**src/rtl/cdb_arbiter_pkg.sv**
```systemverilog
// Shared execution-core types: ALU operand/result structs, CDB broadcast struct,
// functional-unit IDs and the CDB arbiter's default sizes.
`ifndef ROB_SIZE
`define ROB_SIZE 6
`endif

package cdb_arbiter_pkg;

  localparam int CDB_NUM_REQ_DEF = 4;
  localparam int CDB_XLEN_DEF    = 32;
  localparam int CDB_TAG_W_DEF   = `ROB_SIZE;

  // Index of each functional-unit result FIFO on the CDB; load sits at 0 so it
  // can be given absolute priority.
  typedef enum logic [2:0] {
    UNIT_LOAD   = 3'd0,
    UNIT_ALU0   = 3'd1,
    UNIT_ALU1   = 3'd2,
    UNIT_MULDIV = 3'd3,
    UNIT_BRANCH = 3'd4,
    UNIT_FPU    = 3'd5,
    UNIT_CSR    = 3'd6,
    UNIT_STORE  = 3'd7
  } unit_id_e;

  typedef enum logic [3:0] {
    ALU_ADD  = 4'd0,
    ALU_SUB  = 4'd1,
    ALU_AND  = 4'd2,
    ALU_OR   = 4'd3,
    ALU_XOR  = 4'd4,
    ALU_SLL  = 4'd5,
    ALU_SRL  = 4'd6,
    ALU_SRA  = 4'd7,
    ALU_SLT  = 4'd8,
    ALU_SLTU = 4'd9
  } alu_op_e;

  typedef struct packed {
    alu_op_e                   op;
    logic [CDB_XLEN_DEF-1:0]   a;
    logic [CDB_XLEN_DEF-1:0]   b;
    logic [CDB_TAG_W_DEF-1:0]  tag;
  } alu_in_t;

  typedef struct packed {
    logic [CDB_XLEN_DEF-1:0]   result;
    logic [CDB_TAG_W_DEF-1:0]  tag;
  } alu_out_t;

  typedef struct packed {
    logic                      valid;
    logic [CDB_TAG_W_DEF-1:0]  tag;
    logic [CDB_XLEN_DEF-1:0]   value;
  } cdb_bcast_t;

  // Round-robin successor of a granted index among n requesters.
  function automatic int rr_next(input int idx, input int n);
    return ((idx + 32'sd1) >= n) ? 32'sd0 : (idx + 32'sd1);
  endfunction

endpackage

```
**src/rtl/cdb_arbiter_if.sv**
```systemverilog
// Functional-unit side of the common data bus: per-unit FIFO heads in,
// pop strobes and the registered broadcast out.
interface cdb_arbiter_if #(
  parameter int NUM_REQ = 4,
  parameter int XLEN    = 32,
  parameter int TAG_W   = `ROB_SIZE
) ();

  logic                            stall_i;
  logic                            flush_i;
  logic [NUM_REQ-1:0]              req_i;
  logic [NUM_REQ-1:0][TAG_W-1:0]   tag_i;
  logic [NUM_REQ-1:0][XLEN-1:0]    value_i;
  logic [NUM_REQ-1:0]              grant_o;
  logic                            cdb_valid_o;
  logic [TAG_W-1:0]                cdb_tag_o;
  logic [XLEN-1:0]                 cdb_value_o;

  modport master (
    output stall_i, flush_i, req_i, tag_i, value_i,
    input  grant_o, cdb_valid_o, cdb_tag_o, cdb_value_o
  );

  modport slave (
    input  stall_i, flush_i, req_i, tag_i, value_i,
    output grant_o, cdb_valid_o, cdb_tag_o, cdb_value_o
  );

endinterface

```
**src/rtl/cdb_arbiter_rr_pick.sv**
```systemverilog
// rr_pick: combinational masked priority picker. Returns the first request at or
// above ptr_i, wrapping to the lowest request when none lies above.
module rr_pick #(
  parameter int N     = 4,
  parameter int IDX_W = $clog2(N)
) (
  input  logic [N-1:0]     req_i,
  input  logic [IDX_W-1:0] ptr_i,
  output logic [N-1:0]     grant_o,
  output logic [IDX_W-1:0] idx_o,
  output logic             valid_o
);

  logic [N-1:0]     hi_mask_s;
  logic [N-1:0]     masked_s;
  logic [IDX_W-1:0] m_idx_s;
  logic [IDX_W-1:0] a_idx_s;
  logic             m_hit_s;
  logic             a_hit_s;

  // Downward scan leaves the lowest set index of both the masked and raw vectors.
  always_comb begin
    hi_mask_s = '0;
    m_idx_s   = '0;
    a_idx_s   = '0;
    m_hit_s   = 1'b0;
    a_hit_s   = 1'b0;
    for (int i = 0; i < N; i++) begin
      hi_mask_s[i] = (i >= int'(ptr_i));
    end
    masked_s = req_i & hi_mask_s;
    for (int i = N - 1; i >= 0; i--) begin
      m_idx_s = masked_s[i] ? IDX_W'(i) : m_idx_s;
      a_idx_s = req_i[i]    ? IDX_W'(i) : a_idx_s;
      m_hit_s = m_hit_s | masked_s[i];
      a_hit_s = a_hit_s | req_i[i];
    end
    idx_o   = m_hit_s ? m_idx_s : a_idx_s;
    valid_o = a_hit_s;
    grant_o = a_hit_s ? (N'(1) << idx_o) : '0;
  end

endmodule

```
**src/rtl/cdb_arbiter.sv**
```systemverilog
// Round-robin arbiter for the common data bus: combinational one-hot pop grant,
// one-cycle registered broadcast. Define CDB_PRIO0_EN to give unit 0 absolute priority.
module cdb_arbiter
  import cdb_arbiter_pkg::*;
#(
  parameter int NUM_REQ = CDB_NUM_REQ_DEF,
  parameter int XLEN    = CDB_XLEN_DEF,
  parameter int TAG_W   = `ROB_SIZE
) (
  input  logic           clk,
  input  logic           rst,
  cdb_arbiter_if.slave   bus
);

  localparam int IDX_W = $clog2(NUM_REQ);

  logic [IDX_W-1:0]   ptr_q,   ptr_d;
  logic               valid_q, valid_d;
  logic [TAG_W-1:0]   tag_q,   tag_d;
  logic [XLEN-1:0]    value_q, value_d;

  logic [NUM_REQ-1:0] pick_req_s;
  logic [NUM_REQ-1:0] rr_grant_s;
  logic [IDX_W-1:0]   rr_idx_s;
  logic               rr_valid_s;
  logic [NUM_REQ-1:0] sel_grant_s;
  logic [IDX_W-1:0]   sel_idx_s;
  logic               sel_valid_s;
  logic               prio0_s;
  logic               granted_s;

`ifdef CDB_PRIO0_EN
  assign pick_req_s = bus.req_i & ~NUM_REQ'(1);
`else
  assign pick_req_s = bus.req_i;
`endif

  rr_pick #(
    .N     (NUM_REQ),
    .IDX_W (IDX_W)
  ) u_rr_pick (
    .req_i   (pick_req_s),
    .ptr_i   (ptr_q),
    .grant_o (rr_grant_s),
    .idx_o   (rr_idx_s),
    .valid_o (rr_valid_s)
  );

  // Candidate selection, then gating: no pop during reset, stall or flush.
  always_comb begin
    sel_grant_s = rr_grant_s;
    sel_idx_s   = rr_idx_s;
    sel_valid_s = rr_valid_s;
    prio0_s     = 1'b0;
`ifdef CDB_PRIO0_EN
    prio0_s     = bus.req_i[0];
    sel_grant_s = prio0_s ? NUM_REQ'(1) : rr_grant_s;
    sel_idx_s   = prio0_s ? '0 : rr_idx_s;
    sel_valid_s = prio0_s | rr_valid_s;
`endif
    granted_s   = rst & ~bus.stall_i & ~bus.flush_i & sel_valid_s;
    bus.grant_o = granted_s ? sel_grant_s : '0;
  end

  // Next broadcast and pointer; flush beats stall, idle cycles keep tag/value.
  always_comb begin
    ptr_d   = ptr_q;
    valid_d = valid_q;
    tag_d   = tag_q;
    value_d = value_q;
    if (bus.flush_i) begin
      valid_d = 1'b0;
    end else if (bus.stall_i) begin
      valid_d = valid_q;
    end else if (granted_s) begin
      valid_d = 1'b1;
      tag_d   = bus.tag_i[sel_idx_s];
      value_d = bus.value_i[sel_idx_s];
      ptr_d   = prio0_s ? ptr_q : IDX_W'(rr_next(int'(sel_idx_s), NUM_REQ));
    end else begin
      valid_d = 1'b0;
    end
  end

  // State register with synchronous active-low reset.
  always_ff @(posedge clk) begin
    if (!rst) begin
      ptr_q   <= '0;
      valid_q <= 1'b0;
      tag_q   <= '0;
      value_q <= '0;
    end else begin
      ptr_q   <= ptr_d;
      valid_q <= valid_d;
      tag_q   <= tag_d;
      value_q <= value_d;
    end
  end

  assign bus.cdb_valid_o = valid_q;
  assign bus.cdb_tag_o   = tag_q;
  assign bus.cdb_value_o = value_q;

endmodule

```
**src/flat_wrapper.sv**
```systemverilog
// flat-port wrapper written by rule: the top's interface ports become plain ports
module cdb_arbiter_flat import cdb_arbiter_pkg::*;
#(
  parameter int NUM_REQ = CDB_NUM_REQ_DEF,
  parameter int XLEN    = CDB_XLEN_DEF,
  parameter int TAG_W   = `ROB_SIZE
)
  (clk, rst, bus_stall_i, bus_flush_i, bus_req_i, bus_tag_i, bus_value_i, bus_grant_o, bus_cdb_valid_o, bus_cdb_tag_o, bus_cdb_value_o);
  cdb_arbiter_if #(.NUM_REQ(NUM_REQ), .XLEN(XLEN), .TAG_W(TAG_W)) bus_i ();
  input  logic clk;
  input  logic rst;
  input wire logic [$bits(bus_i.stall_i)-1:0] bus_stall_i;
  input wire logic [$bits(bus_i.flush_i)-1:0] bus_flush_i;
  input wire logic [$bits(bus_i.req_i)-1:0] bus_req_i;
  input wire logic [$bits(bus_i.tag_i)-1:0] bus_tag_i;
  input wire logic [$bits(bus_i.value_i)-1:0] bus_value_i;
  output wire logic [$bits(bus_i.grant_o)-1:0] bus_grant_o;
  output wire logic [$bits(bus_i.cdb_valid_o)-1:0] bus_cdb_valid_o;
  output wire logic [$bits(bus_i.cdb_tag_o)-1:0] bus_cdb_tag_o;
  output wire logic [$bits(bus_i.cdb_value_o)-1:0] bus_cdb_value_o;
  assign bus_i.stall_i = bus_stall_i;
  assign bus_i.flush_i = bus_flush_i;
  assign bus_i.req_i = bus_req_i;
  assign bus_i.tag_i = bus_tag_i;
  assign bus_i.value_i = bus_value_i;
  assign bus_grant_o = bus_i.grant_o;
  assign bus_cdb_valid_o = bus_i.cdb_valid_o;
  assign bus_cdb_tag_o = bus_i.cdb_tag_o;
  assign bus_cdb_value_o = bus_i.cdb_value_o;
  cdb_arbiter #(.NUM_REQ(NUM_REQ), .XLEN(XLEN), .TAG_W(TAG_W)) u_core (.clk(clk), .rst(rst), .bus(bus_i));
endmodule
```
**config.mk**
```make
export PLATFORM = sky130hd
export DESIGN_NAME = cdb_arbiter_flat
export DESIGN_NICKNAME = d
export VERILOG_FILES = /design/src/rtl/cdb_arbiter_pkg.sv /design/src/rtl/cdb_arbiter_if.sv /design/src/rtl/cdb_arbiter_rr_pick.sv /design/src/rtl/cdb_arbiter.sv /design/src/flat_wrapper.sv
export SDC_FILE = /design/constraint.sdc
export NUM_CORES = 1
export LEC_CHECK = 0
export CAP_MARGIN = 20
export CORE_MARGIN = 2
export CORE_UTILIZATION = 36
export DETAILED_ROUTE_END_ITERATION = 10
export GPL_TIMING_DRIVEN = 0
export PLACE_DENSITY = 0.86
export SETUP_SLACK_MARGIN = 0.5
export SLEW_MARGIN = 20
export SYNTH_ARGS = -nofsm -noshare
export SYNTH_HDL_FRONTEND = slang
export SYNTH_HIERARCHICAL = 1
export SYNTH_SLANG_ARGS = --single-unit
export TNS_END_PERCENT = 30
```
**constraint.sdc**
```tcl
create_clock -name clk -period 3.51 [get_ports clk]
set_input_delay 0.702 -clock clk [delete_from_list [all_inputs] [get_ports clk]]
set_output_delay 0.702 -clock clk [all_outputs]
set_load 0.05 [all_outputs]
```
== Word-level counts from Yosys, hierarchy flattened ==
Index checks and enable logic that the tools add are counted.
Word-level totals
  bits of input ports: 160
  flip-flop bits (word level): 41
Operators by class
  bitwise gates (word level): 13
  $add $sub $neg: 1
  multiplexer cells: 17
  shift operators: 1
  magnitude comparators: 5
  reduce and logical (&&, ||, !) cells: 2
Operator list (count)
  $bmux 32 s2: 1
  $mux 32: 1
  $mux 2: 10
  $bmux 6 s2: 1
  $mux 4: 2
  $mux 6: 1
  $or 1x1->1: 6
  $and 4x4->4: 1
  $ge 1x2->1 const A: 2
  $shl 1x2->4 const A: 1
  $add 2x1->3 const B: 1
  $and 1x1->1: 3
  $ge 3x3->1 const B: 1
  $lt 2x3->1 const B: 1
  $not 1->1: 3
  $reduce_and 3->1: 1
  $ge 2x2->1 const A: 1
  $reduce_or 2->1: 1
  $mux 1: 1

== Logic depth before layout (Yosys ltp) ==
  depth in word-level cells: 10
  depth in mapped cells: 9

== Modules after synthesis ==
Netlist, hierarchy kept.
Modules (own cells, without submodules)
  cdb_arbiter: seq. area each 820.8 sq um, cells each 228, area each 2373.5 sq um, times used 1
  rr_pick: seq. area each 0.0 sq um, cells each 32, area each 232.7 sq um, times used 1

== Worst setup path before layout ==
No wires, ideal clock.
  kind: input to output
  start point: input bus_req_i[3]
  end point: output bus_grant_o[0]
  cell stages on the path: 7
  data required time: 2.808 ns
  setup slack: 0.846 ns
  arrival: 1.962 ns
  cell sequence: buf_4 nor2_1 nand2_1 and4bb_2 buf_4 clkbuf_1 and2_1
Between the ends
  elaborated cells between the ends (all ways): 20
  those cells by class: shift (1); mux (11); bitwise (8)
RTL lines
  start, declared: RTL line flat_wrapper.sv:14  | input wire logic [$bits(bus_i.req_i)-1:0] bus_req_i;
  $or 1x1->1 (*) (3 in series): RTL line cdb_arbiter_rr_pick.sv:36  | a_hit_s = a_hit_s | req_i[i];
  via u_core.rr_valid_s: RTL line cdb_arbiter.sv:25  | logic rr_valid_s;
  $mux 4 or $and 1x1->1 (tied branches): RTL line cdb_arbiter_rr_pick.sv:40, cdb_arbiter.sv:61
  $mux 4 (*): RTL line cdb_arbiter.sv:62  | bus.grant_o = granted_s ? sel_grant_s : '0;
  end, declared: RTL line flat_wrapper.sv:17  | output wire logic [$bits(bus_i.grant_o)-1:0] bus_grant_o;
Mark *: on every way through the listed nets, which the timed path passes. The rest lies on a longest branch.

== Final worst setup path ==
  start point: input bus_stall_i
  end point: output bus_grant_o[2]
Between the ends
  longest elaborated chain between the ends: 5
RTL lines
  start, declared: RTL line flat_wrapper.sv:12  | input wire logic [$bits(bus_i.stall_i)-1:0] bus_stall_i;
  $not 1->1: RTL line cdb_arbiter.sv:61  | granted_s = rst & ~bus.stall_i & ~bus.flush_i & sel_valid_s;
  $and 1x1->1 (3 in series): RTL line cdb_arbiter.sv:61
  $mux 4: RTL line cdb_arbiter.sv:62
Every way passes these cells.

==> impl_results.md <==
- Status: finished clean
- Flop-to-flop setup slack: ~1.2 ns
- Die height: just under 90 µm
- Switching Share: 0.316
- Final Skew: about 0.0073 ns
- Total power: 1.41 mW
- DR pass1 iterations: 4
- GRT Util Overall: 0.233
- Clk buf depth: 2
- F_max: 0.339 GHz
- Starting Density: 0.365
- Hold Crit Class: flip-flop to flip-flop
- Mean post-synth cell area: ~10 µm²
- Dpl hpwl: between 7 and 8 mm
- Die width: approximately 89 µm
- Clock power frac: 0.215
- # IOs: roughly 200
- Hold Vio Cnt, Final: 0
- Clock period minus worst slack: around 3.0 ns
- Synthesized flop and latch total: between 40 and 50
- Port buffer count: approximately 200
- Nets: approximately 630
- Commonest non-fill, non-tap cells in the layout: clkdlybuf4s50_1, nand2_1, dfxtp_1
- Post-route DRC: 0
- Worst-Skew Late Latency: slightly below 0.3 ns
- Slew Viols, Final: 0
- CP max FO: 10
- Total core area: 7140 µm²
- Post-synthesis sequential area ratio: 0.315
- H-tree levels: 2
- Post-CTS setup repair buffer count: 0
- R2r startpoint: u_core/ptr_q[1]
- Seq pwr share: 0.364
- CTS root buf: clkbuf_8
- Initial DRC Count: 108
- Worst Hold Path EP: u_core/bus.cdb_tag_o[3]
- DRT antenna net count: 0
- Area of the multi-input gates: between 1500 and 2000 µm²
- RSZ-0062 raised after global routing: true
- Largest net degree at the start of global routing: 14
- Psw: between 400 and 500 µW
- Worst VDD drop: 0.159 mV
- CTS tree: yes
- # diodes: 0
- Crit Path Category: input pin to primary output
- Clk sinks: 41
- Yosys warning count: 6
- Crit path launch type: input pin
- Rows: 31
- P_int: around 970 µW
- Post-synth design cell area: about 2600 µm²
- RR Endpoint: u_core/bus.cdb_tag_o[0]
- RD Place Congestion: ~0.83
- Worst reg2reg path depth: 9
- Num CTS Buffers: 5
- Number of global-route vias before repair: between 2000 and 3000
- PwrDens: slightly below 300 nW/µm²
- FILL cells: 633
- WL final: 9.65 mm
- Comb power frac: 0.420
- Register area: 821 µm²
- Share of post-route cells with drive strength above 1: 0.158
- Die footprint: 7940 µm²
- Synth Flop Type: dfxtp_1
- Grt total ovfl: 0
- WP data required: 2.81 ns
- DR vias: 2846
- Post-Syn Nets: ~420
- CTS clk-pin slew, worst paths: about 0.080 ns
- Worst EP arrival: around 2.3 ns
- Antenna violations before repair: 0
- P_leak: around 1.7 nW
- EDFF count, synth: 0
- Async S/R FF share, synth: 0
- Final period util: 0.841
- Global-route wire length before repair: roughly 14 mm
- Gate Count Post-Synth: 260
- Per-cell routed wire length: roughly 17 µm
- Post-synthesis cell type count: 27
- Commonest non-fill, non-tap cell in the layout: clkdlybuf4s50_1
- Measured slew at the worst slew-check pin: roughly 0.66 ns
- Hold WS: roughly 0.46 ns
- Hold path depth: 2
- Crit end category: primary output
- Via-to-Cell Ratio: approximately 5
- Max-Cap Viols: 0
- Hold Startpoint: u_core/bus.cdb_tag_o[3]
- Final setup vio count: 0
- P&R area growth vs syn: 83.7%
- Relative slew slack: 0.562
==> worst max path at each step <==
stage / from / endpoint / slack [ns] / cells past startpoint
after floorplan: bus_req_i[3] / bus_grant_o[0] / 0.85 / 7
after global placement: bus_req_i[0] / bus_grant_o[3] / -0.39 / 8
after detailed placement: bus_req_i[0] / bus_grant_o[3] / -0.40 / 8
after CTS: bus_stall_i / bus_grant_o[1] / 0.55 / 6
after global routing: bus_stall_i / bus_grant_o[2] / 0.48 / 6
final: bus_stall_i / bus_grant_o[2] / 0.56 / 6
==> sequential cells by signal, indices dropped and copies added (netlist names) <==
name	count
u_core/ptr_q	2
u_core/bus.cdb_valid_o	1
u_core/bus.cdb_tag_o	6
u_core/bus.cdb_value_o	32
==> cells in the mapped netlist (4+ instances only) <==
master | number | area [µm²]
clkbuf_1 | 10 | 37.5
buf_6 | 5 | 56.3
dfxtp_1 | 41 | 821
mux4_2 | 38 | 856
a21oi_1 | 4 | 20.0
o21ai_1 | 11 | 55.1
mux2i_1 | 4 | 40.0
nor2_1 | 5 | 18.8
buf_4 | 4 | 30.0
buf_2 | 7 | 35.0
o21ai_0 | 29 | 145
nand2_1 | 78 | 293
and2_1 | 5 | 31.3
==> stage by stage <==
stage                     setup WS, ns   util  cells  area (µm²)  TNS, ns
after floorplan                  0.846      -    260        2610        0
final                            0.560  0.671    566        4790        0
after global placement          -0.390  0.662    558        4720    -1.51
after detailed placement        -0.401  0.662    558        4720    -1.56
after CTS                        0.548  0.671    566        4790        0
after global routing             0.475  0.671    566        4790        0
==> routing by layer <==
layer,vias up,global-route usage,part of all wire
met5,-,0,0
met4,0,0.0556,0.014
met3,12,0.0471,0.072
met2,111,0.453,0.54
met1,1370,0.258,0.37
li1,1353,-,-
==> power groups by stage <==
stage	combinational, mW	clock (mW)	sequential, mW
after global placement	0.584	0	0.523
final	0.593	0.304	0.514
after global routing	0.626	0.336	0.518
after CTS	0.595	0.315	0.514
after detailed placement	0.594	0	0.525
after floorplan	0.206	0	0.631
==> layout make-up <==
class,count,share of cell area
repair buffers,199,0.411
clock inverters,3,0.00366
inverters,2,0.00157
multi-input cells,191,0.338
clock buffers,5,0.0144
plain buffers,26,0.0335
well taps,99,0.0259
flip-flops and latches,41,0.171
==> what timing repair did <==
item                       in CTS  in global routing
resized for setup              24                  6
pin swaps                       0                  0
setup endpoints to repair       4                  4
hold buffers                    0                  0
==> worst max-delay path: stages <==
cell,delay (ns)
clkdlybuf4s50_1,0.44
and4bb_2,0.30
buf_4,0.17
clkbuf_2,0.23
and2_1,0.14
buf_2,0.25
==> cell families (layout without fill, tap and decap cells) <==
group,Yosys count,in the layout,share of synthesized area
mux,42,42,0.344
buf+inv,28,235,0.0639
simple gates,95,95,0.152
compound gates,53,53,0.121
fa+ha+maj,1,1,0.00480
flops,41,41,0.315
No activity file was read; power rests on OpenSTA's default activity.
